**src/rtl/reg_file_32x64.sv**
```systemverilog
// reg_file_32x64: architectural register file for the decode stage.
// 32 x DATA_WIDTH flops, one synchronous write port, two combinational
// read ports built from per-bit 32:1 muxes, hardwired zero register and
// same-cycle write-to-read bypass.

// mux_32_1: single-bit 32:1 selector, one instance per read-port bit.
module mux_32_1 (
  input  logic [31:0] data,
  input  logic [4:0]  sel,
  output logic        out
);

  assign out = data[sel];

endmodule

module reg_file_32x64 #(
  parameter int DATA_WIDTH = 64,
  parameter int ZERO_REG   = 31
) (
  input  logic                  clk,
  input  logic                  reset,
  input  logic                  reg_write,
  input  logic [4:0]            write_register,
  input  logic [DATA_WIDTH-1:0] write_data,
  input  logic [4:0]            read_register1,
  input  logic [4:0]            read_register2,
  output logic [DATA_WIDTH-1:0] read_data1,
  output logic [DATA_WIDTH-1:0] read_data2
);

  localparam logic [4:0] ZERO_IDX = 5'(ZERO_REG);

  logic [DATA_WIDTH-1:0] regs    [32];
  logic [DATA_WIDTH-1:0] regs_rd [32];
  logic [31:0]           write_en;
  logic [31:0]           column  [DATA_WIDTH];
  logic [DATA_WIDTH-1:0] mux_out1;
  logic [DATA_WIDTH-1:0] mux_out2;
  logic                  bypass1;
  logic                  bypass2;

  // One-hot write decode gated by reg_write; the zero register never gets
  // an enable. Comparing against each index (rather than indexing by
  // write_register) keeps an undriven index harmless while reg_write is low.
  always_comb begin
    write_en = '0;
    for (int i = 0; i < 32; i++) begin
      write_en[i] = reg_write && (write_register == 5'(i)) && (i != ZERO_REG);
    end
  end

  // Register storage: async clear, per-register enable, otherwise hold.
  always_ff @(posedge clk or posedge reset) begin
    if (reset) begin
      for (int i = 0; i < 32; i++) begin
        regs[i] <= '0;
      end
    end else begin
      for (int i = 0; i < 32; i++) begin
        if (write_en[i]) begin
          regs[i] <= write_data;
        end
      end
    end
  end

  // Read view of storage with the zero register tied to constant 0, so the
  // mux input for that index is a constant regardless of the flop contents.
  always_comb begin
    for (int i = 0; i < 32; i++) begin
      regs_rd[i] = (i == ZERO_REG) ? '0 : regs[i];
    end
  end

  // Transpose storage into per-bit columns feeding the 32:1 muxes.
  always_comb begin
    for (int b = 0; b < DATA_WIDTH; b++) begin
      column[b] = '0;
      for (int i = 0; i < 32; i++) begin
        column[b][i] = regs_rd[i][b];
      end
    end
  end

  genvar gb;
  generate
    for (gb = 0; gb < DATA_WIDTH; gb++) begin : g_bit
      mux_32_1 u_mux_p1 (
        .data (column[gb]),
        .sel  (read_register1),
        .out  (mux_out1[gb])
      );
      mux_32_1 u_mux_p2 (
        .data (column[gb]),
        .sel  (read_register2),
        .out  (mux_out2[gb])
      );
    end
  endgenerate

  // Bypass: a read of the register being written this cycle returns the
  // incoming data. Never applies to the zero register; ports are independent.
  always_comb begin
    bypass1 = reg_write && (write_register == read_register1) && (read_register1 != ZERO_IDX);
    bypass2 = reg_write && (write_register == read_register2) && (read_register2 != ZERO_IDX);
  end

  // Final read-port select between bypass data and the mux output.
  always_comb begin
    read_data1 = bypass1 ? write_data : mux_out1;
    read_data2 = bypass2 ? write_data : mux_out2;
  end

endmodule

```
**config.mk**
```make
export PLATFORM = sky130hd
export DESIGN_NAME = reg_file_32x64
export DESIGN_NICKNAME = d
export VERILOG_FILES = /design/src/rtl/reg_file_32x64.sv
export SDC_FILE = /design/constraint.sdc
export NUM_CORES = 2
export LEC_CHECK = 0
export CORE_MARGIN = 5
export CORE_UTILIZATION = 45
export CTS_CLUSTER_DIAMETER = 120
export DETAILED_ROUTE_END_ITERATION = 7
export PLACE_DENSITY = 0.61
export SETUP_SLACK_MARGIN = 0.05
export SYNTH_ARGS = -nofsm -noshare
export SYNTH_HDL_FRONTEND = slang
export SYNTH_SLANG_ARGS = --single-unit
export TNS_END_PERCENT = 30
```
**constraint.sdc**
```tcl
create_clock -name clk -period 117.2 [get_ports clk]
set_clock_uncertainty 0.2 [all_clocks]
set_input_delay 29.3 -clock clk [delete_from_list [all_inputs] [get_ports clk]]
set_output_delay 29.3 -clock clk [all_outputs]
set_load 0.05 [all_outputs]
```
Word level (Yosys, flattened, before mapping)
Index checks and enable logic that the tools add are counted.
Storage, ports and cells
  register bits after elaboration: 1984
  input port bits: 82
  output and inout port bits: 128
  logic and storage cells: 361
Operators by class
  $lt $le $gt $ge: 2
  equal/unequal tests: 34
  multiplexer cells: 258
  reduce and logical (&&, ||, !) cells: 36
Operator list (count)
  $bmux W1 S5: 128
  $mux W1: 128
  $mux W64: 2
  $eq A5 B5 Y1 const B: 15
  $eq A5 B4 Y1 const B: 8
  $logic_and A1 B1 Y1: 35
  $eq A5 B3 Y1 const B: 4
  $lt A5 B6 Y1 const B: 2
  $eq A5 B2 Y1 const B: 2
  $eq A5 B5 Y1: 2
  $ne A5 B5 Y1 const B: 2
  $eq A5 B1 Y1 const B: 1
  $logic_not A5 Y1: 1

Logic depth before layout (Yosys ltp)
  depth in word-level cells: 4
  mapped depth: 10

Cells and area by module
Synthesis repeated with hierarchy kept, for this count alone.
Second synthesis, totals
  cells, all modules: 9815
  area total of the unflattened synthesis: 117473.9 sq um
Modules (own cells, without submodules)
  reg_file_32x64: instances 1, cells an instance 4567, area an instance 75834.0 sq um, sequential area each 49647.6 sq um
  mux_32_1: instances 128, cells an instance 41, area an instance 325.3 sq um, sequential area each 0.0 sq um

Least setup slack after synthesis
No wires, ideal clock.
  path kind: input port to output port
  start: input read_register1[0]
  end: output read_data1[60]
  arrival: 32.160 ns
  required time: 87.700 ns
  path slack: 55.540 ns
  stages: 9
  path buffers: 5
  cell sequence: buf_4 buf_6 buf_8 buf_12 buf_8 mux2i_1 a221oi_1 a221oi_1 o41ai_1
On the way
  cells in the longest elaborated chain, start to end: 4
RTL lines
  start: declaration: line 26  | input logic [4:0] read_register1,
  branches (longest 3 deep; another with $bmux W1 S5)
  $mux W64 (*): line 111  | read_data1 = bypass1 ? write_data : mux_out1;
  end: declaration: line 28  | output logic [DATA_WIDTH-1:0] read_data1,
Mark *: on every way between the ends. The select of a mux whose other input is x is not followed.

Final worst setup path
  start: input read_register2[2]
  end: output read_data2[37]
On the way
  cells in the longest elaborated chain, start to end: 4
RTL lines
  start: declaration: line 27  | input logic [4:0] read_register2,
  branches (longest 3 deep; another with $bmux W1 S5)
  $mux W64 (*): line 112  | read_data2 = bypass2 ? write_data : mux_out2;
  end: declaration: line 29  | output logic [DATA_WIDTH-1:0] read_data2
Marked as above.

==> results.md <==
STA:
- The smallest setup slack after layout is between 50 and 60 ns.
- Setup repair after global routing left no endpoint under its margin.
- The hold violation count in the final report is 0.
- In the final timing run, aggregate negative setup slack is 0 ns.
- Derived from the worst setup path, the maximum achievable clock frequency is 15.4 MHz.
- The total count of max-transition violations in the final report is 0.
- The worst pin sits at a relative slew slack of around an eighth.
- Counting I/O delays and the setup requirement, the final critical path takes ~65 ns.
- The slew at the pin with the worst max-slew slack is approximately 1.3 ns.
- The number of endpoints failing setup at the final stage is 0.
- The tightest hold margin is 0.317 ns.
- The period utilization is a little under three fifths.

Clock tree:
- The library cell used as clock root buffer is sky130_fd_sc_hd__clkbuf_16.
- The H-tree depth reported by CTS is 4.
- The count of clock tree sinks is between 1,500 and 2,000.
- The number of CTS-inserted buffers is about 210.
- TritonCTS built the clock tree.
- The cts-stage hold buffer count is 0.
- The clock reaches the later pin of the worst-skew pair after approximately 0.84 ns.
- The clock passes through at most 3 buffers.
- The post-cts repair resize count is 0.
- In this run the post-CTS setup repair buffer count came out at 0.
- Clock-pin slew was measured on the worst setup and hold paths at 0.06 ns.

Yosys:
- The share of the synthesized area in the top cell type is a little under half.
- The number of library cell types mapped by synthesis is 55.
- The register bit count reported by yosys is a little under 2,000.
- The synthesized netlist occupies a cell area of 109,000 µm².
- The total of warnings raised by yosys is 0.
- The cell count after synthesis came out at ~7,900.
- The average cell area after synthesis is 13.8 µm².
- Synthesis produced a netlist with a net count of just under 8,000.
- In this run, synthesis inferred 0 flip-flops with an integrated enable.
- Ranked by total cell area, the synthesized netlist is headed by sky130_fd_sc_hd__dfrtp_1, sky130_fd_sc_hd__mux2_2, sky130_fd_sc_hd__mux4_2.
- The fraction of synthesis flops using an asynchronous set or reset pin is between 90% and 100%.
- For this run, the leading register cell type out of synthesis is sky130_fd_sc_hd__dfrtp_1.
- The share of the yosys chip area belonging to registers is between 40 and 50%.
- The library cell occupying the most area in the post-synthesis netlist is sky130_fd_sc_hd__dfrtp_1.

Cells and area:
- In the layout the commonest cells are sky130_fd_sc_hd__mux2_2, sky130_fd_sc_hd__dfrtp_1, sky130_fd_sc_hd__mux2i_1.
- The area growth from synthesis to layout is 10.3%.
- The commonest non-fill, non-tap cell in the layout is sky130_fd_sc_hd__mux2_2.
- The storage element area is between 40,000 and 50,000 µm².
- The number of nets in the final layout is a little under 8,000.
- The area of combinational cells with multiple inputs is around 55,000 µm².
- The filler cell count is just over 20,000.
- Cells fill about 50% of the core in the end.
- Once layout is complete, the cells apart from fillers number about 11,000.
- The final design instance area without fill is ~120,000 µm².
- In the final layout, the share of cells above drive strength 1 is a little over two fifths.
- The number of flip-flops under the largest register name is just under 2,000.

Critical path:
- In this design, the stage delay of the slowest critical-path cell is 0.98 ns.
- The signal on the critical path passes through buf_8 -> buf_4 -> buf_4 -> buf_4 -> buf_4 -> mux4_2 -> nor2b_1 -> a2111oi_0 -> nor2_1 -> o31ai_1 -> clkdlybuf4s50_1.
- The cell that appears most often on the critical path is sky130_fd_sc_hd__buf_4.
- The master of the slowest instance on the critical path is sky130_fd_sc_hd__clkdlybuf4s50_1.
- The startpoint type of the worst setup path is an input pin.
- The beginning of the critical path is read_register2[2].
- The critical register-to-register path endpoint is column[1795]$_DFFE_PP0P_.
- The critical path required time is around 88 ns.
- Data arrives at the worst endpoint at between 30 and 40 ns.
- The worst setup path is of the input pin to output pin kind.
- The cell count of the worst reg-to-reg path is 1.
- The worst reg2reg path startpoint is column[1795]$_DFFE_PP0P_.
- The setup slack of the worst register-to-register path is 116.17 ns.
- STA classifies the critical path endpoint as an output pin.
- Along the worst path, the maximum fanout reaches 64.

Floorplan:
- The die covers about 250,000 µm².
- After floorplanning, the core was sized to cover roughly 240,000 µm².
- Row generation in the floorplan step produced 180 rows.
- The count of pins on the block boundary is 210.
- The starting density of the core is around 45%.
- The overall die width is between 500 and 600 µm.
- The chip height is about 500 µm.

Pwr:
- In this run switching power makes up between 20% and 30% of total power.
- In this run, flip-flops and latches consume 44.6% of the power.
- The clock power share is between 30% and 40%.
- The total power consumption of the routed design is 2.06 mW.
- The leakage component of the power is about 52 nW.
- For this design the total switching power over the nets is between 0.5 and 0.6 mW.
- Internal power comes to between 1 and 1.5 mW.
- The maximum vdd ir drop is 0.0000158 V.
- In this run, the combinational gates consume 21.4% of the power.
- The areal power density over the cells is around 17 nW/µm².

Place:
- Including well taps, the total number of placed cells is approximately 11,000.
- The congestion estimate from routability-driven global placement came to around 0.81.
- The wire-length estimate of the detail-placed layout is a little over 200,000 µm.
- The total placed instance area is ~110,000 µm².
- The post-placement worst setup slack is 52.39 ns.
- The total of buffers placed on input and output ports is roughly 210.

GRT:
- The number of global-route vias before repair came to 75,500.
- The number of antenna violations at the first check in global routing is 24.
- The overall overflow remaining after global route is 0.
- The first global-routing pass estimated about 550,000 µm of wire.
- Entering global routing, the biggest net connects approximately 170 pins.
- Global routing used 29.9% of the available tracks across all layers.

Hold path:
- The class of the worst hold path is flip-flop to flip-flop.
- The endpoint of the worst hold-timing path is column[675]$_DFFE_PP0P_.
- The worst min-delay path startpoint is column[675]$_DFFE_PP0P_.
- Counting instances, the worst hold path has a depth of 1.

Detailed routing:
- The via count normalized by instance count is 6.67.
- The remaining design rule violation count is 7.
- The number of vias after detailed routing is ~73,000.
- The count of nets left with antenna violations once routing finished came out at 0.
- The final routed wirelength across all metal layers is 381,000 µm.
- The first detailed-routing pass took 8 iterations.
- Dividing the detail-routed wire length by the instance count gives roughly 35 µm.
- The initial DRC count is roughly 7,600.

Status:
- The flow ran to the end, but the final reports show violations.
- The checks that failed: DRC.

Run:
- Across the run, the number of max-cap violations was 0.
power groups by stage:
stage | registers (mW) | logic, mW | clock network (mW)
finish | 0.917 | 0.441 | 0.700
CTS | 0.915 | 0.441 | 0.711
floorplan | 0.902 | 0.347 | 0
detailed placement | 0.927 | 0.440 | 0
global placement | 0.916 | 0.431 | 0
global route | 0.934 | 0.471 | 0.737
cell usage after synthesis (45+ instances only):
cell type                   count
sky130_fd_sc_hd__dfrtp_1     1984
sky130_fd_sc_hd__buf_4         70
sky130_fd_sc_hd__mux2i_1      626
sky130_fd_sc_hd__a2111oi_0     83
sky130_fd_sc_hd__o31ai_1       58
sky130_fd_sc_hd__nor2_1       130
sky130_fd_sc_hd__buf_2        283
sky130_fd_sc_hd__nand2b_1      80
sky130_fd_sc_hd__o21ai_0       84
sky130_fd_sc_hd__mux2_1        68
sky130_fd_sc_hd__nor2b_1      139
sky130_fd_sc_hd__a221oi_1      99
sky130_fd_sc_hd__a222oi_1      45
sky130_fd_sc_hd__a21oi_1      107
sky130_fd_sc_hd__o41ai_1       47
sky130_fd_sc_hd__mux4_2       591
sky130_fd_sc_hd__o22ai_1      160
sky130_fd_sc_hd__clkbuf_1     443
sky130_fd_sc_hd__mux2_2      2069
sky130_fd_sc_hd__a221oi_2      45
sky130_fd_sc_hd__a211oi_1      74
sky130_fd_sc_hd__a22oi_1       57
sky130_fd_sc_hd__nand2_1      193
layout make-up:
| cell class | instances | share of cell area (%) |
|---|---|---|
| Tap cell | 3185 | 3.32 |
| Multi-Input combinational cell | 5007 | 46.0 |
| Clock buffer | 330 | 5.46 |
| Antenna cell | 15 | 0.0313 |
| Clock inverter | 60 | 0.564 |
| Inverter | 3 | 0.0157 |
| Timing Repair Buffer | 421 | 3.23 |
| Sequential cell | 1984 | 41.4 |
metal layers:
layer	up-vias	global-route usage, %	wire (µm)
met1	39300	39.5	153000
met4	10	13.4	20000
met3	935	6.26	31500
li1	29700	-	-
met2	3466	47.7	177000
met5	-	0	74
kinds of logic after synthesis:
group	after synthesis	share of synthesized area, %
buffers and inverters	869	3.94
and+or+nand+nor	656	3.06
xor gates and xnor gates	8	0.0645
muxes	3354	40.1
AOI/OAI and AO/OA	989	7.11
DFF	1984	45.7
critical path: cells and delay by family:
family / cells / cell delay (ns)
simple gates: 2 / 0.13
mux: 1 / 0.36
compound gates: 2 / 1.34
buf+inv: 6 / 3.99
how the worst max path moves through the flow:
stage,endpoint,slack [ns],cells after the start
2_1_floorplan,column[0]$_DFFE_PP0P_,31.66,1
3_5_place_dp,read_data2[39],52.39,11
3_3_place_gp,read_data2[30],52.33,11
6_report,read_data2[37],52.21,11
4_1_cts,read_data2[39],52.39,11
5_1_grt,read_data2[30],52.15,11
Note: power is estimated with default switching activity, not from simulation.
